<file path="config.mk">
export PLATFORM = sky130hd
export DESIGN_NAME = bnn_layer_sequencer
export DESIGN_NICKNAME = d
export VERILOG_FILES = /design/src/rtl/bnn_layer_sequencer.sv
export SDC_FILE = /design/constraint.sdc
export NUM_CORES = 1
export LEC_CHECK = 0
export ABC_AREA = 1
export ABC_CLOCK_PERIOD_IN_PS = 6900
export CORE_MARGIN = 2
export CORE_UTILIZATION = 30
export DETAILED_ROUTE_END_ITERATION = 8
export PLACE_DENSITY = 0.54
export SLEW_MARGIN = 20
export SYNTH_ARGS = -nofsm -noshare
export SYNTH_HDL_FRONTEND = slang
export SYNTH_SLANG_ARGS = --single-unit
</file>
<file path="constraint.sdc">
create_clock -name clk -period 6.9 [get_ports clk]
set_input_delay 1.035 -clock clk [delete_from_list [all_inputs] [get_ports clk]]
set_output_delay 1.035 -clock clk [all_outputs]
set_load 0.01 [all_outputs]
</file>
<file path="src/rtl/bnn_layer_sequencer.sv">
// Time-shared XNOR-popcount sequencer for a two-layer binarized network.
// Streams weight words neuron-major, thresholds each neuron's popcount and collects the activations.
module bnn_layer_sequencer #(
   parameter int IN_WIDTH   = 64,
   parameter int CHUNK      = 16,
   parameter int L1_NEURONS = 8,
   parameter int L2_NEURONS = 2,
   parameter int THR_W      = 8,
   parameter int ADDR_W     = 6
) (
   input  logic                          clk,
   input  logic                          rst,
   input  logic                          start,
   input  logic [IN_WIDTH-1:0]           in_vec,
   input  logic [L1_NEURONS*THR_W-1:0]   thr_l1,
   input  logic [L2_NEURONS*THR_W-1:0]   thr_l2,
   output logic                          w_rd_en,
   output logic [ADDR_W-1:0]             w_addr,
   input  logic [CHUNK-1:0]              w_data,
   output logic                          busy,
   output logic                          done,
   output logic [L1_NEURONS-1:0]         l1_act,
   output logic [L2_NEURONS-1:0]         out_class
);

   localparam int CHUNKS    = IN_WIDTH / CHUNK;
   localparam int L1_WORDS  = L1_NEURONS * CHUNKS;
   localparam int LAST_ADDR = L1_WORDS + L2_NEURONS - 1;
   localparam int ACC_W     = $clog2(IN_WIDTH + 1);
   localparam int POP_W     = $clog2(CHUNK + 1);
   localparam int CMP_W     = (ACC_W + 1 > THR_W) ? ACC_W + 1 : THR_W;
   localparam int NMAX      = (L1_NEURONS > L2_NEURONS) ? L1_NEURONS : L2_NEURONS;
   localparam int NW        = (NMAX > 1) ? $clog2(NMAX) : 1;
   localparam int CW        = (CHUNKS > 1) ? $clog2(CHUNKS) : 1;

   typedef enum logic [2:0] {
      S_IDLE,
      S_L1_RUN,
      S_L2_RUN,
      S_DRAIN,
      S_DONE
   } state_t;

   state_t                state_q, state_d;
   logic [ADDR_W-1:0]     addr_q;
   logic [CW-1:0]         chunk_q;
   logic [NW-1:0]         neuron_q;
   logic [IN_WIDTH-1:0]   in_vec_q;
   logic                  tag_valid_q;
   logic                  tag_l2_q;
   logic [CW-1:0]         tag_chunk_q;
   logic [NW-1:0]         tag_neuron_q;
   logic [ACC_W-1:0]      acc_q, acc_d;
   logic [L1_NEURONS-1:0] l1_act_q;
   logic [L2_NEURONS-1:0] out_class_q;
   logic                  accept;
   logic [CHUNK-1:0]      x_sel;
   logic [CHUNK-1:0]      match;
   logic [POP_W-1:0]      pop;
   logic [THR_W-1:0]      thr_sel;
   logic                  fire;
   logic                  last_chunk;

   assign accept    = (state_q == S_IDLE) && start;
   assign w_addr    = addr_q;
   assign l1_act    = l1_act_q;
   assign out_class = out_class_q;

   always_ff @(posedge clk) begin
      if (rst) state_q <= S_IDLE;
      else     state_q <= state_d;
   end

   always_comb begin
      state_d = state_q;
      busy    = 1'b0;
      done    = 1'b0;
      w_rd_en = 1'b0;
      case (state_q)
         S_IDLE: begin
            if (start) state_d = S_L1_RUN;
         end
         S_L1_RUN: begin
            busy    = 1'b1;
            w_rd_en = 1'b1;
            if (addr_q == ADDR_W'(L1_WORDS - 1)) state_d = S_L2_RUN;
         end
         S_L2_RUN: begin
            busy    = 1'b1;
            w_rd_en = 1'b1;
            if (addr_q == ADDR_W'(LAST_ADDR)) state_d = S_DRAIN;
         end
         S_DRAIN: begin
            busy    = 1'b1;
            state_d = S_DONE;
         end
         S_DONE: begin
            done    = 1'b1;
            state_d = S_IDLE;
         end
         default: state_d = S_IDLE;
      endcase
   end

   // Address and (neuron, chunk) counters advance together; the address freezes on the final read.
   always_ff @(posedge clk) begin
      if (rst) begin
         addr_q   <= '0;
         chunk_q  <= '0;
         neuron_q <= '0;
         in_vec_q <= '0;
      end else if (accept) begin
         addr_q   <= '0;
         chunk_q  <= '0;
         neuron_q <= '0;
         in_vec_q <= in_vec;
      end else if (w_rd_en) begin
         if (addr_q != ADDR_W'(LAST_ADDR)) addr_q <= addr_q + ADDR_W'(1);
         if (state_q == S_L1_RUN) begin
            if (chunk_q == CW'(CHUNKS - 1)) begin
               chunk_q  <= '0;
               neuron_q <= (neuron_q == NW'(L1_NEURONS - 1)) ? '0 : neuron_q + NW'(1);
            end else begin
               chunk_q <= chunk_q + CW'(1);
            end
         end else begin
            neuron_q <= neuron_q + NW'(1);
         end
      end
   end

   always_ff @(posedge clk) begin
      if (rst) begin
         tag_valid_q  <= 1'b0;
         tag_l2_q     <= 1'b0;
         tag_chunk_q  <= '0;
         tag_neuron_q <= '0;
      end else begin
         tag_valid_q  <= w_rd_en;
         tag_l2_q     <= (state_q == S_L2_RUN);
         tag_chunk_q  <= chunk_q;
         tag_neuron_q <= neuron_q;
      end
   end

   always_comb begin
      x_sel = '0;
      if (tag_l2_q) begin
         x_sel[L1_NEURONS-1:0] = l1_act_q;
      end else begin
         for (int c = 0; c < CHUNKS; c++) begin
            if (tag_chunk_q == CW'(c)) x_sel = in_vec_q[c*CHUNK +: CHUNK];
         end
      end
   end

   // Layer-2 rows only compare against the L1_NEURONS activation bits.
   for (genvar gi = 0; gi < CHUNK; gi++) begin : g_match
      if (gi < L1_NEURONS) begin : g_both
         assign match[gi] = ~(x_sel[gi] ^ w_data[gi]);
      end else begin : g_l1_only
         assign match[gi] = ~(x_sel[gi] ^ w_data[gi]) & ~tag_l2_q;
      end
   end

   always_comb begin
      pop = '0;
      for (int i = 0; i < CHUNK; i++) pop = pop + POP_W'(match[i]);
      acc_d = ((tag_chunk_q == '0) ? '0 : acc_q) + ACC_W'(pop);
      thr_sel = '0;
      if (tag_l2_q) begin
         for (int m = 0; m < L2_NEURONS; m++) begin
            if (tag_neuron_q == NW'(m)) thr_sel = thr_l2[m*THR_W +: THR_W];
         end
      end else begin
         for (int n = 0; n < L1_NEURONS; n++) begin
            if (tag_neuron_q == NW'(n)) thr_sel = thr_l1[n*THR_W +: THR_W];
         end
      end
      fire       = CMP_W'({1'b0, acc_d}) >= CMP_W'(thr_sel);
      last_chunk = tag_l2_q || (tag_chunk_q == CW'(CHUNKS - 1));
   end

   always_ff @(posedge clk) begin
      if (rst) begin
         acc_q       <= '0;
         l1_act_q    <= '0;
         out_class_q <= '0;
      end else if (accept) begin
         l1_act_q    <= '0;
         out_class_q <= '0;
      end else if (tag_valid_q) begin
         acc_q <= acc_d;
         if (last_chunk) begin
            for (int n = 0; n < L1_NEURONS; n++) begin
               if (!tag_l2_q && tag_neuron_q == NW'(n)) l1_act_q[n] <= fire;
            end
            for (int m = 0; m < L2_NEURONS; m++) begin
               if (tag_l2_q && tag_neuron_q == NW'(m)) out_class_q[m] <= fire;
            end
         end
      end
   end

endmodule

</file>
==> impl_metrics.ini, run 1 <==
[worst_setup_path]
crit_type = reg -> reg
crit_path_start_kind = flop
cp.arrival_ns = 6.46
r2r_end = out_class[0]
worstReg2RegStart = tag_chunk_q[1]
setup.worst_path.end_class = flop
required_ns = 7.13
crit_fanout = 11
regToRegSetupSlack_ns = 0.67
r2r_cells = 27

[route]
top_layer_used = met4
wl_met2_mm = 7.73
wl_per_cell_um = 14.9
avgViaCountPerCell = 4.68
drc_errors = 0
wl_met1_mm = 8.90
route.met3.wl_um = 906
routed_wl_mm = 17.8
vias = 5577
initialDrtViolationCount = 269
drt_pass1_iterations = 4
ant_nets = 0

[final_layout]
nets = 1148
ff_latch_area_um2 = 2040
multi_input_area_um2 = 2930
areaGrowthSynthToFinish_pct = 41.3
n_antenna_cell = 0
drive_gt1_frac = 0.0438
fillerInstances = 1924
fin_area_um2 = 7950

[synthesis]
yosysWarnings = 0
synth-edff-count = 0
yosysTopAreaCellShare = 0.363
yosysTopAreaCell = dfxtp_1
syn_inst = 788
yosysMostFrequentCell = inv_1
synth-async-reset-ratio = 0
ys_types = 34
synth_fp_nets = 983
synth_common_cells = inv_1 (134), a21oi_1 (127), o21ai_0 (124), dfxtp_1 (102), nand2_1 (91)
synth_area_per_cell_um2 = 7.14
ys_top_cells_by_area = dfxtp_1 (36%), a21oi_1 (11%), o21ai_0 (11%)
seq_area_frac_synth = 0.363
synthFlopType = dfxtp_1
ys_seq_elements = 102
syn_area_um2 = 5630

[clock_network]
htreeDepth = 3
postCtsHoldBufs = 0
insertion_delay_ns = 0.35
cts_root_buffer = clkbuf_16
cts_buffers = 9
cts_resized = 0
ctsLongestPathBuffers = 2
cts_tree = built
cts_setup_buffers = 0
cts.sinks = 102
path_clk_slew_ns = 0.07

[sta]
fin_ws_ns = 0.667
whs_ns = 0.446
setup_tns_ns = 0
period_needed_ns = 6.23
finalSetupViolations = 0
maxSlewViolCount = 0
rsz0062_at_grt = false
max_freq_mhz = 160
worst_clock_skew_ns = 0.00651
worst_pin_slew_ns = 0.784
slew_headroom = 0.477
finalCritPeriodShare = 0.903
hold_violations = 0

[place]
dp_hpwl_mm = 13.8
dp_slack_ns = 0.487
placed_area_um2 = 7660
place_congestion = 0.805
io_buffers = 181

[worst_hold_path]
holdCritPathClass = reg -> reg
min_from = in_vec_q[17]
hold_end = in_vec_q[17]
min_path_cells = 2

[floorplanning]
die_y_um = 141
initial_core_util = 0.303
core_um2 = 18600
die_w_um = 141
io_pins = 182
num_rows = 50
dieArea_um2 = 19900

[grt]
track_usage = 0.180
overflow = 0
grt_max_degree = 89
grt_antenna_before_repair = 0
grt_pass1_vias = 5325
grt_pass1_wl_mm = 28.1

[pwr]
powerDensity_nw_per_um2 = 506
p_leak_nw = 3.16
finalPower_w = 0.00403
max-vdd-ir-drop_mv = 0.479

[flow_run]
max_cap_violations = 0

[status]
status = complete, no violations
[cell type report]
class,count,share of cell area
inverter,143,0.0675
multi-input combinational,510,0.369
timing repair buffer,187,0.234
clock buffer,10,0.0301
sequential,102,0.257
clock inverter,6,0.00677
tap,234,0.0368
[how the worst max path moves through the flow]
stage | start | to | cells past startpoint
floorplan | w_data[11] | l1_act[3] | 25
global placement | w_data[11] | l1_act[3] | 26
detailed placement | w_data[11] | out_class[0] | 26
CTS | tag_chunk_q[0] | l1_act[3] | 27
global route | tag_chunk_q[0] | out_class[0] | 27
finish | tag_chunk_q[1] | out_class[0] | 27
[logic make-up (layout without fill, tap and decap cells)]
kind of cell / Yosys count / after routing / share of synthesized area
flops: 102 / 102 / 0.363
buf+inv: 176 / 346 / 0.119
compound gates: 290 / 290 / 0.276
xor+xnor: 12 / 12 / 0.0187
simple gates: 176 / 176 / 0.137
fa+ha+maj: 32 / 32 / 0.0871
[critical path, cell delays in order, from the launching register on]
cell and delay (ns):
dfxtp_1 0.46, inv_1 0.09, nor2_1 0.16, inv_1 0.22, o22ai_1 0.25, o221ai_1 0.23
xor2_1 0.21, fa_1 0.55, inv_1 0.05, fa_1 0.47, fa_1 0.55, inv_1 0.06
fa_1 0.51, fa_1 0.47, fa_1 0.41, a21oi_1 0.14, o21ai_0 0.14, xor2_1 0.22
inv_1 0.07, ha_1 0.29, nand2_1 0.06, nand2_1 0.05, nand2_1 0.05, nand2_1 0.04
nand2_1 0.05, nand2_1 0.05, nand2_2 0.17, a21oi_1 0.10
[cell usage in the layout, fill, tap and decap left out, drive strengths merged]
cell             n
nor4             4
a221o            1
nor3b            1
xor2             9
clkdlybuf4s50  181
o221ai          12
a22o             3
clkinv           4
o22ai           14
fa              12
buf              6
a22oi            2
a21oi          127
nor3             8
or2              1
ha              20
inv            145
clkbuf          10
a31oi            1
nor2            40
xnor2            3
nand4            8
dfxtp          102
a221oi           3
nand3           19
a211oi           2
nand2           95
o21ai          125
[power breakdown]
group	leakage, nW	internal, W	switching [W]
Clock	0.146	0.000261	0.000238
Sequential	0.838	0.000746	0.0000805
Combinational	2.17	0.00111	0.00159
[metrics by stage]
| stage | utilization | cells |
|---|---|---|
| after floorplan | - | 788 |
| after global placement | 0.412 | 1176 |
| after detailed placement | 0.412 | 1176 |
| after CTS | 0.428 | 1192 |
| after global routing | 0.428 | 1192 |
| final | 0.428 | 1192 |
[routing by layer]
metal	vias to the layer above	GRT usage
met5	-	0
met2	126	0.272
met4	0	0.0442
met3	15	0.0350
li1	2964	-
met1	2472	0.264
[flip-flops by register name, summed over array words and instances (netlist names)]
| signal | cells |
|---|---|
| tag_chunk_q | 2 |
| l1_act | 8 |
| in_vec_q | 64 |
| chunk_q | 2 |
| tag_valid_q | 1 |
| w_addr | 6 |
| out_class | 2 |
| tag_neuron_q | 3 |
| tag_l2_q | 1 |
| state_q | 3 |
| neuron_q | 3 |
| acc_q | 7 |
Note: power is estimated with default switching activity, not from simulation.
==> inputs of run 2 (changes only) <==
Settings changed: SLEW_MARGIN 20 to 0.
==> results of run 2 <==
No change in the layout: final DEF, timing and power equal those of run 1.
